==> config.mk <==
export PLATFORM = sky130hd
export DESIGN_NAME = multu_32bits
export DESIGN_NICKNAME = d
export VERILOG_FILES = /design/src/rtl/multu_32bits_pkg.sv /design/src/rtl/multu_32bits.sv
export SDC_FILE = /design/constraint.sdc
export NUM_CORES = 1
export LEC_CHECK = 0
export ABC_AREA = 0
export BUFFER_PORTS_ARGS = -buffer_cell sky130_fd_sc_hd__buf_4
export CORE_ASPECT_RATIO = 0.6
export CORE_UTILIZATION = 40
export CTS_CLUSTER_SIZE = 20
export DETAILED_ROUTE_END_ITERATION = 16
export PLACE_DENSITY_LB_ADDON = 0.1
export SLEW_MARGIN = 20
export SYNTH_ARGS = -nofsm -noshare
export SYNTH_HDL_FRONTEND = slang
export SYNTH_SLANG_ARGS = --single-unit
==> constraint.sdc <==
create_clock -name clk -period 7.8 [get_ports clk]
set_input_delay 1.56 -clock clk [delete_from_list [all_inputs] [get_ports clk]]
set_output_delay 1.56 -clock clk [all_outputs]
set_load 0.02 [all_outputs]
==> src/rtl/multu_32bits_pkg.sv <==
// rtl/multu_32bits_pkg.sv - funct codes, FSM state encoding and shift-add helper for the MULTU unit
package multu_32bits_pkg;

  localparam int WIDTH = 32;

  localparam logic [5:0] FN_AND   = 6'b100100;
  localparam logic [5:0] FN_OR    = 6'b100101;
  localparam logic [5:0] FN_ADD   = 6'b100000;
  localparam logic [5:0] FN_SUB   = 6'b100010;
  localparam logic [5:0] FN_SLT   = 6'b101010;
  localparam logic [5:0] FN_MULTU = 6'b011001;
  localparam logic [5:0] FN_MFHI  = 6'b010000;
  localparam logic [5:0] FN_MFLO  = 6'b010010;

  typedef logic [1:0] state_t;

  localparam state_t S_IDLE = 2'd0;
  localparam state_t S_MULT = 2'd1;
  localparam state_t S_DONE = 2'd2;

  // One radix-2 step: conditional add into the upper half (carry kept in bit 64), then shift right.
  function automatic logic [64:0] shift_add_step(input logic [64:0] prod,
                                                 input logic [31:0] mcand);
    logic [64:0] acc;
    acc = prod;
    if (prod[0]) begin
      acc[64:32] = {1'b0, prod[63:32]} + {1'b0, mcand};
    end
    return acc >> 1;
  endfunction

endpackage

==> src/rtl/multu_32bits.sv <==
// rtl/multu_32bits.sv - 32-cycle sequential unsigned multiplier with HI/LO readout
module multu_32bits
  import multu_32bits_pkg::*;
#(
  parameter int WIDTH = multu_32bits_pkg::WIDTH
) (
  input  logic             clk,
  input  logic             reset,
  input  logic             start,
  input  logic [WIDTH-1:0] a,
  input  logic [WIDTH-1:0] b,
  input  logic [5:0]       inSignal,
  output logic             busy,
  output logic             done,
  output logic [WIDTH-1:0] dataOut
);

  state_t             state;
  logic [4:0]         count;
  logic [WIDTH-1:0]   mcand;
  logic [WIDTH-1:0]   hi;
  logic [WIDTH-1:0]   lo;
  logic [2*WIDTH:0]   prod;
  logic [2*WIDTH:0]   prod_step;

  assign prod_step = shift_add_step(prod, mcand);

  always_ff @(posedge clk) begin
    if (reset) begin
      state <= S_IDLE;
      count <= '0;
      prod  <= '0;
      mcand <= '0;
      hi    <= '0;
      lo    <= '0;
    end else begin
      case (state)
        S_IDLE: begin
          if (start && (inSignal == FN_MULTU)) begin
            mcand <= a;
            prod  <= {{(WIDTH+1){1'b0}}, b};
            count <= '0;
            state <= S_MULT;
          end
        end
        S_MULT: begin
          prod  <= prod_step;
          count <= count + 5'd1;
          // HI/LO take the result of the final step directly, so they change exactly once per multiply.
          if (count == 5'd31) begin
            hi    <= prod_step[2*WIDTH-1:WIDTH];
            lo    <= prod_step[WIDTH-1:0];
            state <= S_DONE;
          end
        end
        S_DONE: begin
          state <= S_IDLE;
        end
        default: begin
          state <= S_IDLE;
        end
      endcase
    end
  end

  assign busy = (state != S_IDLE);
  assign done = (state == S_DONE);

  always_comb begin
    dataOut = '0;
    case (inSignal)
      FN_MFHI: dataOut = hi;
      FN_MFLO: dataOut = lo;
      default: dataOut = '0;
    endcase
  end

endmodule

Word level (Yosys, flattened, before mapping)
Cells that the tools add are included.
{"block": "classes", "n_addsub": 2, "eq_ne": 8, "muxes": 9, "n_reduce_logical": 8}
{"operator": "$pmux W65 S2", "count": 1}
{"operator": "$mux W65", "count": 1}
{"operator": "$pmux W32 S2", "count": 1}
{"operator": "$add A32 B32 Y33", "count": 1}
{"operator": "$mux W33", "count": 1}
{"operator": "$eq A6 B5 Y1 const B", "count": 3}
{"operator": "$pmux W5 S2", "count": 1}
{"operator": "$reduce_and A2 Y1", "count": 4}
{"operator": "$add A5 B1 Y5 const B", "count": 1}
{"operator": "$eq A5 B5 Y1 const B", "count": 1}
{"operator": "$mux W5", "count": 1}
{"operator": "$mux W2", "count": 2}
{"operator": "$ne A2 B2 Y1 const B", "count": 2}
{"operator": "$pmux W2 S2", "count": 1}
{"operator": "$reduce_bool A2 Y1", "count": 2}
{"operator": "$eq A2 B1 Y1 const B", "count": 1}
{"operator": "$eq A2 B2 Y1 const B", "count": 1}
{"operator": "$logic_not A2 Y1", "count": 1}
{"operator": "$logic_and A1 B1 Y1", "count": 1}
{"block": "word_totals", "register_bits": 168, "input_bits": 73, "output_inout_bits": 34, "wordCells": 33}

Depth between registers and ports, before layout
{"block": "depth", "depth_word": 4, "ltp_mapped": 9, "mapped_depth_nobuf": 9}

Worst setup path after synthesis
No wires, ideal clock.
{"block": "synth_timing", "kind": "input to output", "from": "input inSignal[1]", "to": "output dataOut[10]", "arrival_ns": 2.670, "setup_slack_ns": 3.570, "cell_stages": 4, "n_path_buf": 2, "cell_sequence": "clkbuf_1 clkbuf_1 mux2i_1 nor2_1"}
{"block": "synth_between", "elab_chain_len": 2, "word_cells_on_any_way": 3}
{"item": "from (decl)", "line": "multu_32bits.sv:12", "rtl": "input logic [5:0] inSignal,"}
{"item": "$eq A6 B5 Y1", "line": "multu_32bits.sv:71", "rtl": "case (inSignal)"}
{"item": "$pmux W32 S2 *", "line": "multu_32bits.sv:71"}
{"item": "to (decl)", "line": "multu_32bits.sv:15", "rtl": "output logic [WIDTH-1:0] dataOut"}
Every way passes the cells marked *; elsewhere a longest branch is shown, timed or not.

Worst setup path in the final report
{"block": "layout_timing", "from": "input inSignal[2]", "to": "output dataOut[24]"}
Same word-level chain as after synthesis.

==> flow_metrics.tcl <==
set metrics [dict create \
    outcome "complete, but fails checks" \
    failed_checks "DRC" \
    timing.final.crit_share_pct 58.1 \
    std_cell_rows 41 \
    final_cell_mix "nand2_1, dfxtp_1, nor2_1" \
    first_iter_violations 597 \
    nets 1283 \
    tritoncts.num_buffers 17 \
    mean_syn_cell_area_um2 7.72 \
    r2r_cells 8 \
    setup.worst_path.start "inSignal[2]" \
    gp_congestion 0.887 \
    hold_end "lo[6]$_SDFFE_PP0P_" \
    timing.rr.end "prod[61]$_SDFFE_PP0P_" \
    max_clock_freq_mhz 221 \
    final_period_minus_worst_setup_slack_ns 4.53 \
    postRouteAntennaNets 0 \
    clock_sinks 167 \
    antenna_violations_before_repair 0 \
    synth_enable_flop_cells 0 \
    critical_path_peak_fanout 32 \
    power.density_nw_per_um2 182 \
    postCtsSetupBuffers 0 \
    drv_cap 0 \
    setup.worst_path.start_class "input pin" \
    cts_resized 0 \
    worst_pin_slew_ns 0.875 \
    setup.worst_path.end_class "output pin" \
    grt_setup_unrepaired "false" \
    path_delay_family "simple AND/OR/NAND/NOR gates" \
    cts.root.buffer_cell "clkbuf_16" \
    insertion_delay_ns 0.44 \
    rr_startpoint "mcand[0]$_SDFFE_PP0P_" \
    via_count_of_the_first_global_routing_pass 7399 \
    max-vdd-ir-drop_mv 0.151 \
    n_antenna_cell 0 \
    grt_pass1_wl_mm 39.9 \
    timing.critical_path.required_ns 6.24 \
    layout.cells.most_common "nand2_1" \
    hold_path.class "reg2reg" \
    die_area_um2 22500 \
    area_delta_synth_final_pct 17.3 \
    sum_neg_setup_slack_ns 0 \
    synth_seq_area_share_pct 38.2 \
    max-slew-margin-rel_pct 41.6 \
    timing_max_transition_violations_final 0 \
    fraction_of_final_layout_cells_sized_beyond_drive_strength_1_pct 13.9 \
    total_of_buffers_placed_on_input_and_output_ports 106 \
    detail_route.wl_per_cell_um 17.0 \
    die_width_um 193 \
    htree_num_levels 4 \
    all_layer_global_routing_usage_pct 22.8 \
    initial_core_util_pct 41.2 \
    power.static_leakage_nw 3.91 \
    synth.lib_cells_used.distinct 65 \
    timing.critical_path.slowest_stage_cell "or3_2" \
    sum_of_internal_switching_and_leakage_power_w 0.00187 \
    reg2reg_setup_slack_ns 4.55 \
    ys.flop_type "dfxtp_1" \
    synthesis.nets 1243 \
    postCtsHoldBufs 0 \
    leftover_overflow_at_the_end_of_global_routing 0 \
    synth.cell_area_um2 8760 \
    worstPathBufferInverterCount 2 \
    detailedPlacementHpwl_mm 17.2 \
    detailroute.via_count 8067 \
    clock_tree.buffer_depth 2 \
    synth_warnings 0 \
    path_clk_slew_ns 0.06 \
    die_height_um 117 \
    clock_skew_ns 0.00850 \
    floorplan.io_pins 107 \
    hold_path.startpoint "lo[6]$_SDFFE_PP0P_" \
    drc 2 \
    hold_path_depth 2 \
    ys_ff_latch 167 \
    critical_path_class "in2out" \
    synth_async_sr_flop_share_pct 0 \
    crit_path_cell_trace "buf_4, nor2_1, nand2_1, or3_2, nor2_1, buf_4" \
    cts_tree "yes" \
    core_um2 21200 \
    report.final.hold_viol_count 0 \
    synthesis.instances 1135 \
    worst_path_largest_cell_delay_ns 0.73 \
    detail_route.first_pass.iterations 11 \
    grt_max_degree 82 \
    drt-vias-per-instance 5.50 \
    crit_arrival_ns 2.97 \
    setup_viol_count_final 0 \
    drt_wl_total_mm 24.9 \
]
[registers in the layout, indices dropped and copies added (netlist names)]
register and flops:
count 5, hi 32, lo 32, mcand 32, prod 64, state 2
[stage by stage]
stage	utilization [%]	hold slack (ns)	setup slack (ns)	std cells	area [um2]
6_report	48.4	0.457	3.27	1466	10300
2_1_floorplan	-	0.424	3.57	1135	8760
5_1_grt	48.4	0.465	3.12	1466	10300
3_5_place_dp	45.3	0.450	3.12	1435	9610
3_3_place_gp	45.3	0.446	3.19	1435	9610
4_1_cts	48.4	0.458	3.12	1466	10300
[cells in the mapped netlist (7+ instances only)]
cell	count	area, um2
o21bai_1	7	52.6
a311oi_1	33	289
a31oi_1	10	62.6
nand3_1	12	60.1
a21oi_1	129	646
a22oi_1	9	67.6
mux2i_1	48	480
nor3_1	7	35.0
ha_1	34	425
xnor2_1	16	140
xor2_1	7	61.3
and3_1	9	56.3
a21o_1	14	105
inv_1	11	41.3
dfxtp_1	167	3340
nor2_1	134	503
a211oi_1	17	128
o21ai_0	46	230
clkbuf_1	80	300
nand4_1	12	75.1
nand2_1	242	908
[tightest hold or removal path, cell delays in order (launching register included)]
cell and delay, ns:
dfxtp_1 0.31, nand2_1 0.05, a21oi_1 0.05
[how the worst max path moves through the flow]
stage,cells past startpoint,endpoint,slack (ns)
after floorplan,4,dataOut[10],3.57
after global placement,6,dataOut[29],3.19
after detailed placement,6,dataOut[24],3.12
after CTS,6,dataOut[24],3.12
after global routing,6,dataOut[24],3.12
final,6,dataOut[24],3.27
[where the power goes]
group | leakage, nW | total (W) | internal (W) | switching [W]
clock network | 0.316 | 0.000945 | 0.000585 | 0.000360
logic | 2.25 | 0.0000661 | 0.0000321 | 0.0000340
registers | 1.34 | 0.000858 | 0.000855 | 0.00000223
[kinds of logic (layout without fill, tap and decap cells)]
family	count (synthesis)	after routing	share of synthesized area (%)
XOR/XNOR	23	23	2.30
AO/OA/AOI/OAI	318	318	23.6
buffers and inverters	105	157	4.70
multiplexers	51	51	5.87
AND/OR/NAND/NOR	436	436	20.3
flip-flops	167	167	38.2
adder cells (fa/ha/maj)	35	35	5.09
[per-layer routing]
layer | wire, um | track usage [%]
met1 | 12900 | 33.5
met2 | 10500 | 33.6
met3 | 1140 | 4.51
met4 | 344 | 6.25
met5 | 0 | 0
[layout make-up]
class	count	area, um2
fill	2192	11000
multi-input combinational	863	5020
sequential	167	3340
timing repair buffer	115	863
clock buffer	20	457
tap	279	349
clock inverter	11	198
inverter	11	41.3
No activity file was read; power rests on OpenSTA's default activity.
